<file path="src/rtl/async_fifo_pkg.sv">
// rtl/async_fifo_pkg.sv - shared Gray-code helpers and depth check for the async FIFO
//
// Purpose: helpers shared by the read-side and write-side pointer managers.
//   bin2gray / gray2bin work on any pointer width up to 32 bits: callers
//   zero-extend the pointer in and truncate the result back out. Zero upper
//   bits are neutral for both conversions.
//   depth_ok() returns 1 for FIFO depths that are a power of two and at least 4.
package async_fifo_pkg;

  function automatic logic [31:0] bin2gray(input logic [31:0] b);
    return b ^ (b >> 1);
  endfunction

  // Each binary bit is the XOR of all Gray bits at and above its position.
  function automatic logic [31:0] gray2bin(input logic [31:0] g);
    logic [31:0] b;
    b = '0;
    for (int i = 0; i < 32; i++) begin
      b[i] = ^(g >> i);
    end
    return b;
  endfunction

  function automatic bit is_pow2(input int unsigned n);
    return (n != 0) && ((n & (n - 1)) == 0);
  endfunction

  function automatic bit depth_ok(input int unsigned depth);
    return is_pow2(depth) && (depth >= 4);
  endfunction

endpackage

</file>
<file path="src/rtl/sync_2ff.sv">
// rtl/sync_2ff.sv - generic two-flop synchroniser with synchronous active-high reset
//
// Ports:
//   clk_i  destination-domain clock
//   rst_i  synchronous active-high reset, clears both stages
//   d_i    asynchronous input bus (must be Gray-coded or otherwise single-bit-change)
//   q_o    synchronised output (second stage)
module sync_2ff #(
  parameter int unsigned WIDTH = 4
) (
  input  logic             clk_i,
  input  logic             rst_i,
  input  logic [WIDTH-1:0] d_i,
  output logic [WIDTH-1:0] q_o
);

  logic [WIDTH-1:0] s1;

  // Nothing sits between the stages so the first flop gets a full cycle to settle.
  always_ff @(posedge clk_i) begin
    if (rst_i) begin
      s1  <= '0;
      q_o <= '0;
    end else begin
      s1  <= d_i;
      q_o <= s1;
    end
  end

endmodule

</file>
<file path="src/rtl/async_fifo_rd_ctrl.sv">
// rtl/async_fifo_rd_ctrl.sv - read-domain pointer, flags and data register of the async FIFO
//
// Purpose: owns the read pointer, brings the write-side Gray pointer into
//   rd_clk_i, produces empty / almost-empty / fill level, drives the RAM read
//   port and registers the returned word with a one-cycle valid strobe.
// Ports:
//   rd_clk_i        read-domain clock
//   rst_i           synchronous active-high reset
//   rd_en_i         consumer read request (ignored while empty_o)
//   wr_gray_i       write pointer, Gray-coded, asynchronous
//   rd_mem_data_i   RAM read data, valid the cycle after rd_mem_en_o
//   rd_mem_en_o     RAM read enable (combinational accept)
//   rd_ptr_o        RAM read address
//   rd_gray_o       registered Gray read pointer for the write domain
//   rd_data_o       registered read word, held between reads
//   rd_valid_o      one-cycle strobe qualifying rd_data_o
//   empty_o         registered empty flag
//   almost_empty_o  registered level <= AEMPTY_TH
//   rd_level_o      entries available, read-domain view
module async_fifo_rd_ctrl
  import async_fifo_pkg::*;
#(
  parameter int unsigned FIFO_WIDTH = 8,
  parameter int unsigned FIFO_DEPTH = 8,
  parameter int unsigned ADDR       = $clog2(FIFO_DEPTH),
  parameter int unsigned AEMPTY_TH  = 2
) (
  input  logic                  rd_clk_i,
  input  logic                  rst_i,
  input  logic                  rd_en_i,
  input  logic [ADDR:0]         wr_gray_i,
  input  logic [FIFO_WIDTH-1:0] rd_mem_data_i,
  output logic                  rd_mem_en_o,
  output logic [ADDR-1:0]       rd_ptr_o,
  output logic [ADDR:0]         rd_gray_o,
  output logic [FIFO_WIDTH-1:0] rd_data_o,
  output logic                  rd_valid_o,
  output logic                  empty_o,
  output logic                  almost_empty_o,
  output logic [ADDR:0]         rd_level_o
);

  if (!depth_ok(FIFO_DEPTH)) begin : g_bad_depth
    $error("async_fifo_rd_ctrl: FIFO_DEPTH must be a power of two and at least 4");
  end

  logic          accept;
  logic [ADDR:0] rd_addr;
  logic [ADDR:0] rd_addr_next;
  logic [ADDR:0] rd_gray_next;
  logic [ADDR:0] wr_gray_s2;
  logic [ADDR:0] wr_bin_s2;
  logic [ADDR:0] level_next;
  logic          rd_vld_pipe;

  sync_2ff #(
    .WIDTH(ADDR + 1)
  ) u_wr_gray_sync (
    .clk_i(rd_clk_i),
    .rst_i(rst_i),
    .d_i  (wr_gray_i),
    .q_o  (wr_gray_s2)
  );

  assign accept       = rd_en_i && !empty_o;
  assign rd_mem_en_o  = accept;
  assign rd_ptr_o     = rd_addr[ADDR-1:0];
  // The extra MSB is the wrap phase; it lets full and empty be told apart.
  assign rd_addr_next = rd_addr + {{ADDR{1'b0}}, accept};
  assign rd_gray_next = (ADDR + 1)'(bin2gray(32'(rd_addr_next)));
  assign wr_bin_s2    = (ADDR + 1)'(gray2bin(32'(wr_gray_s2)));
  // Modulo subtraction over ADDR+1 bits yields 0..FIFO_DEPTH.
  assign level_next   = wr_bin_s2 - rd_addr_next;

  always_ff @(posedge rd_clk_i) begin
    if (rst_i) begin
      rd_addr        <= '0;
      rd_gray_o      <= '0;
      empty_o        <= 1'b1;
      almost_empty_o <= 1'b1;
      rd_level_o     <= '0;
      rd_vld_pipe    <= 1'b0;
      rd_valid_o     <= 1'b0;
      rd_data_o      <= '0;
    end else begin
      rd_addr        <= rd_addr_next;
      rd_gray_o      <= rd_gray_next;
      // Compared against the post-read pointer, so empty rises on the same
      // edge that takes the last word; the stale synced write pointer can only
      // keep it high longer, never drop it early.
      empty_o        <= (rd_gray_next == wr_gray_s2);
      rd_level_o     <= level_next;
      almost_empty_o <= (32'(level_next) <= AEMPTY_TH);
      // RAM returns data the cycle after the accept; capture it then.
      rd_vld_pipe    <= accept;
      rd_valid_o     <= rd_vld_pipe;
      if (rd_vld_pipe) begin
        rd_data_o <= rd_mem_data_i;
      end
    end
  end

endmodule
</file>
<file path="config.mk">
export PLATFORM = sky130hd
export DESIGN_NAME = async_fifo_rd_ctrl
export DESIGN_NICKNAME = d
export VERILOG_FILES = /design/src/rtl/async_fifo_pkg.sv /design/src/rtl/sync_2ff.sv /design/src/rtl/async_fifo_rd_ctrl.sv
export SDC_FILE = /design/constraint.sdc
export NUM_CORES = 1
export LEC_CHECK = 0
export ABC_AREA = 1
export BUFFER_PORTS_ARGS = -buffer_cell sky130_fd_sc_hd__buf_2
export CELL_PAD_IN_SITES_DETAIL_PLACEMENT = 1
export CELL_PAD_IN_SITES_GLOBAL_PLACEMENT = 1
export CORE_MARGIN = 2
export CORE_UTILIZATION = 35
export DETAILED_ROUTE_END_ITERATION = 8
export GPL_TIMING_DRIVEN = 0
export PLACE_DENSITY_LB_ADDON = 0.08
export SLEW_MARGIN = 20
export SYNTH_ARGS = -nofsm -noshare
export SYNTH_HDL_FRONTEND = slang
export SYNTH_SLANG_ARGS = --single-unit
</file>
<file path="constraint.sdc">
create_clock -name rd_clk_i -period 2.9 [get_ports rd_clk_i]
set_input_delay 0.58 -clock rd_clk_i [delete_from_list [all_inputs] [get_ports rd_clk_i]]
set_output_delay 0.58 -clock rd_clk_i [all_outputs]
set_load 0.03 [all_outputs]
</file>
==> metrics.txt <==
drt drc 0; core area 0.00342 mm^2; width of the die 64.4 um; leading cell type in the layout, fill and taps excluded nor2_1; Worst EP required 3130 ps; syn nets between 150 and 200; count of final setup violators 0; startpoint types input pin; area enclosed by the die boundary 0.00414 mm^2; final critical path time including I/O delays and setup about 2300 ps; CP endpoint kind flip-flop; filler cell count in the final layout 448; Worst slew margin about two thirds; post-CTS sizing 0; Clk Latency, worst-skew pair 330 ps; initial antenna violation count 0; reported max-cap violation count 0; clock net sink count 31; clock transition at the registers of the reported paths 110 ps; violation count after the first detailed-route iteration 24; Final Util between 40% and 50%; Syn-to-layout area delta 23.3%; sum of negative setup slack 0 ps; sequential element share of the synthesized area 48.7%; Post-DP Area between 0.0015 and 0.002 mm^2; first-pass GRT wire length roughly 5.2 mm; clock tree from TritonCTS done; Final Wtd Congestion 0.823; final slew viol count 0; global route total overflow 0; Post-Syn Instances 162; n_diodes 0; antenna-violating nets left 0; yosys synthesis warning count 0; Crit path arrival time 2500 ps; total leakage power 0.830 nW; total standard cell area after synthesis 0.00127 mm^2; worst reg-to-reg path cell count 14; cell chosen for the clock root clkbuf_4; initial standard-cell utilization of the core 37.3%; HPWL after DPL 2.33 mm; post-detailed-route wirelength per cell 11.7 um; all-layer global routing usage between 10% and 20%; top achievable clock speed 0.441 GHz; worst setup skew after layout approximately 9.9 ps; critical path class in -> reg; maximum level of the CTS H-tree 2; standard-cell rows 21; final net count 225; number of cells on the worst hold path 2; Final Hold Violating Endpoints 0; power per cell area between 600 and 700 mW/mm^2; buffer levels on the longest clock path 2; vias per cell between 4 and 5; post-place setup slack 249 ps; peak supply drop 0.000219 V; post-route clock period utilization 78.2%; final non-filler cell total ~250; DR vias 1116; Min-Delay Path Class reg -> reg; Placed Cells incl. Taps between 200 and 250; Worst Setup Slack, final 631 ps; Slew @ Worst Pin 515 ps; commonest cells after routing, fill and taps aside 38 x nor2_1, 37 x buf_2, 31 x dfxtp_1; top-level I/O count 38; first drt pass iteration count 4; cts bufs inserted 5; CP Max Fanout 5; Buffers on Ports 37; pin count of the biggest net entering global routing 11; distinct cell type count after synthesis 18; number of global-route vias before repair 1210; Post-Syn Area per Cell 7.87 um^2; unrepaired setup endpoints after global routing no; hold buffers post-CTS 0; post-route standard cell area excluding fillers around 0.0016 mm^2; result of the run finished clean; share of layout cells above drive strength 1 30.4%; post-CTS setup buffers 0; flops & latches, synth 31; die height 64.4 um; drt total wl 2.95 mm
[layout make-up]
cell class | count | area (um^2) | area share, %
Sequential cell | 31 | 621 | 39.5
Multi-Input combinational cell | 105 | 557 | 35.4
Timing Repair Buffer | 37 | 185 | 11.8
Inverter | 24 | 90.1 | 5.73
Tap cell | 46 | 57.6 | 3.66
Clock buffer | 6 | 41.3 | 2.63
Clock inverter | 2 | 12.5 | 0.796
Buffer | 2 | 7.51 | 0.478
[through the flow]
stage / total power (W) / hold slack (ps)
final: 0.000953 / 410
after global routing: 0.00102 / 426
after CTS: 0.000965 / 414
after detailed placement: 0.000718 / 402
after global placement: 0.000709 / 390
after floorplan: 0.000649 / 388
[per-layer routing]
metal / GRT usage, % / wire, um / vias to the layer above
met5: 0 / 0 / -
met4: 7.18 / 42 / 0
met3: 3.35 / 100 / 5
met2: 31.5 / 1570 / 24
met1: 17.0 / 1240 / 517
li1: - / - / 570
[cells by family after synthesis]
logic type | Yosys count | synth area share (%)
buffers and inverters | 26 | 7.66
adders and majority gates | 4 | 3.93
xor gates and xnor gates | 8 | 6.67
AOI/OAI and AO/OA | 10 | 4.22
DFF | 31 | 48.7
and+or+nand+nor | 83 | 28.9
[worst paths after layout]
path | to | slack (ps) | start
worst max-delay path | almost_empty_o | 630 | rd_en_i
worst max register to register | almost_empty_o | 660 | empty_o
worst min register to register | u_wr_gray_sync.q_o[3] | 410 | u_wr_gray_sync.s1[3]
worst min-delay path | u_wr_gray_sync.q_o[3] | 410 | u_wr_gray_sync.s1[3]
[sequential cells by signal, summed over array words and instances, names as in the netlist]
signal,flops
rd_data_o,8
rd_gray_o,4
rd_level_o,4
u_wr_gray_sync.q_o,4
u_wr_gray_sync.s1,4
rd_addr,3
almost_empty_o,1
empty_o,1
rd_valid_o,1
rd_vld_pipe,1
[cells in the mapped netlist]
cell type / number / share of area, %
nor2_1: 38 / 11
dfxtp_1: 31 / 49
nand2_1: 26 / 7.7
inv_1: 20 / 5.9
o21ai_0: 9 / 3.5
nand2_2: 6 / 2.9
ha_1: 4 / 3.9
nand3_1: 4 / 1.6
nand3_2: 4 / 3.1
nor2_2: 4 / 2.0
xor2_1: 4 / 2.7
clkbuf_1: 2 / 0.59
clkinv_1: 2 / 0.59
inv_2: 2 / 0.59
xnor2_1: 2 / 1.4
xor2_2: 2 / 2.6
a21oi_2: 1 / 0.69
nor3_1: 1 / 0.39
[power breakdown]
part / leakage (nW) / switching [W] / total [W] / internal (W)
clock network: 0.0282 / 0.000156 / 0.000250 / 0.0000935
registers: 0.254 / 0.0000157 / 0.000477 / 0.000461
logic: 0.547 / 0.000153 / 0.000227 / 0.0000738
[critical path: stages]
cell and delay (ps):
buf_2 70, inv_1 40, nor2_1 150, ha_1 240
ha_1 330, inv_1 120, nand3_2 140, nand2_1 100
inv_1 40, ha_1 180, inv_1 70, nand2_1 60
nand3_1 70, nand2_1 60, o21ai_0 180, nor2_2 60
(Power assumes the default switching activity.)
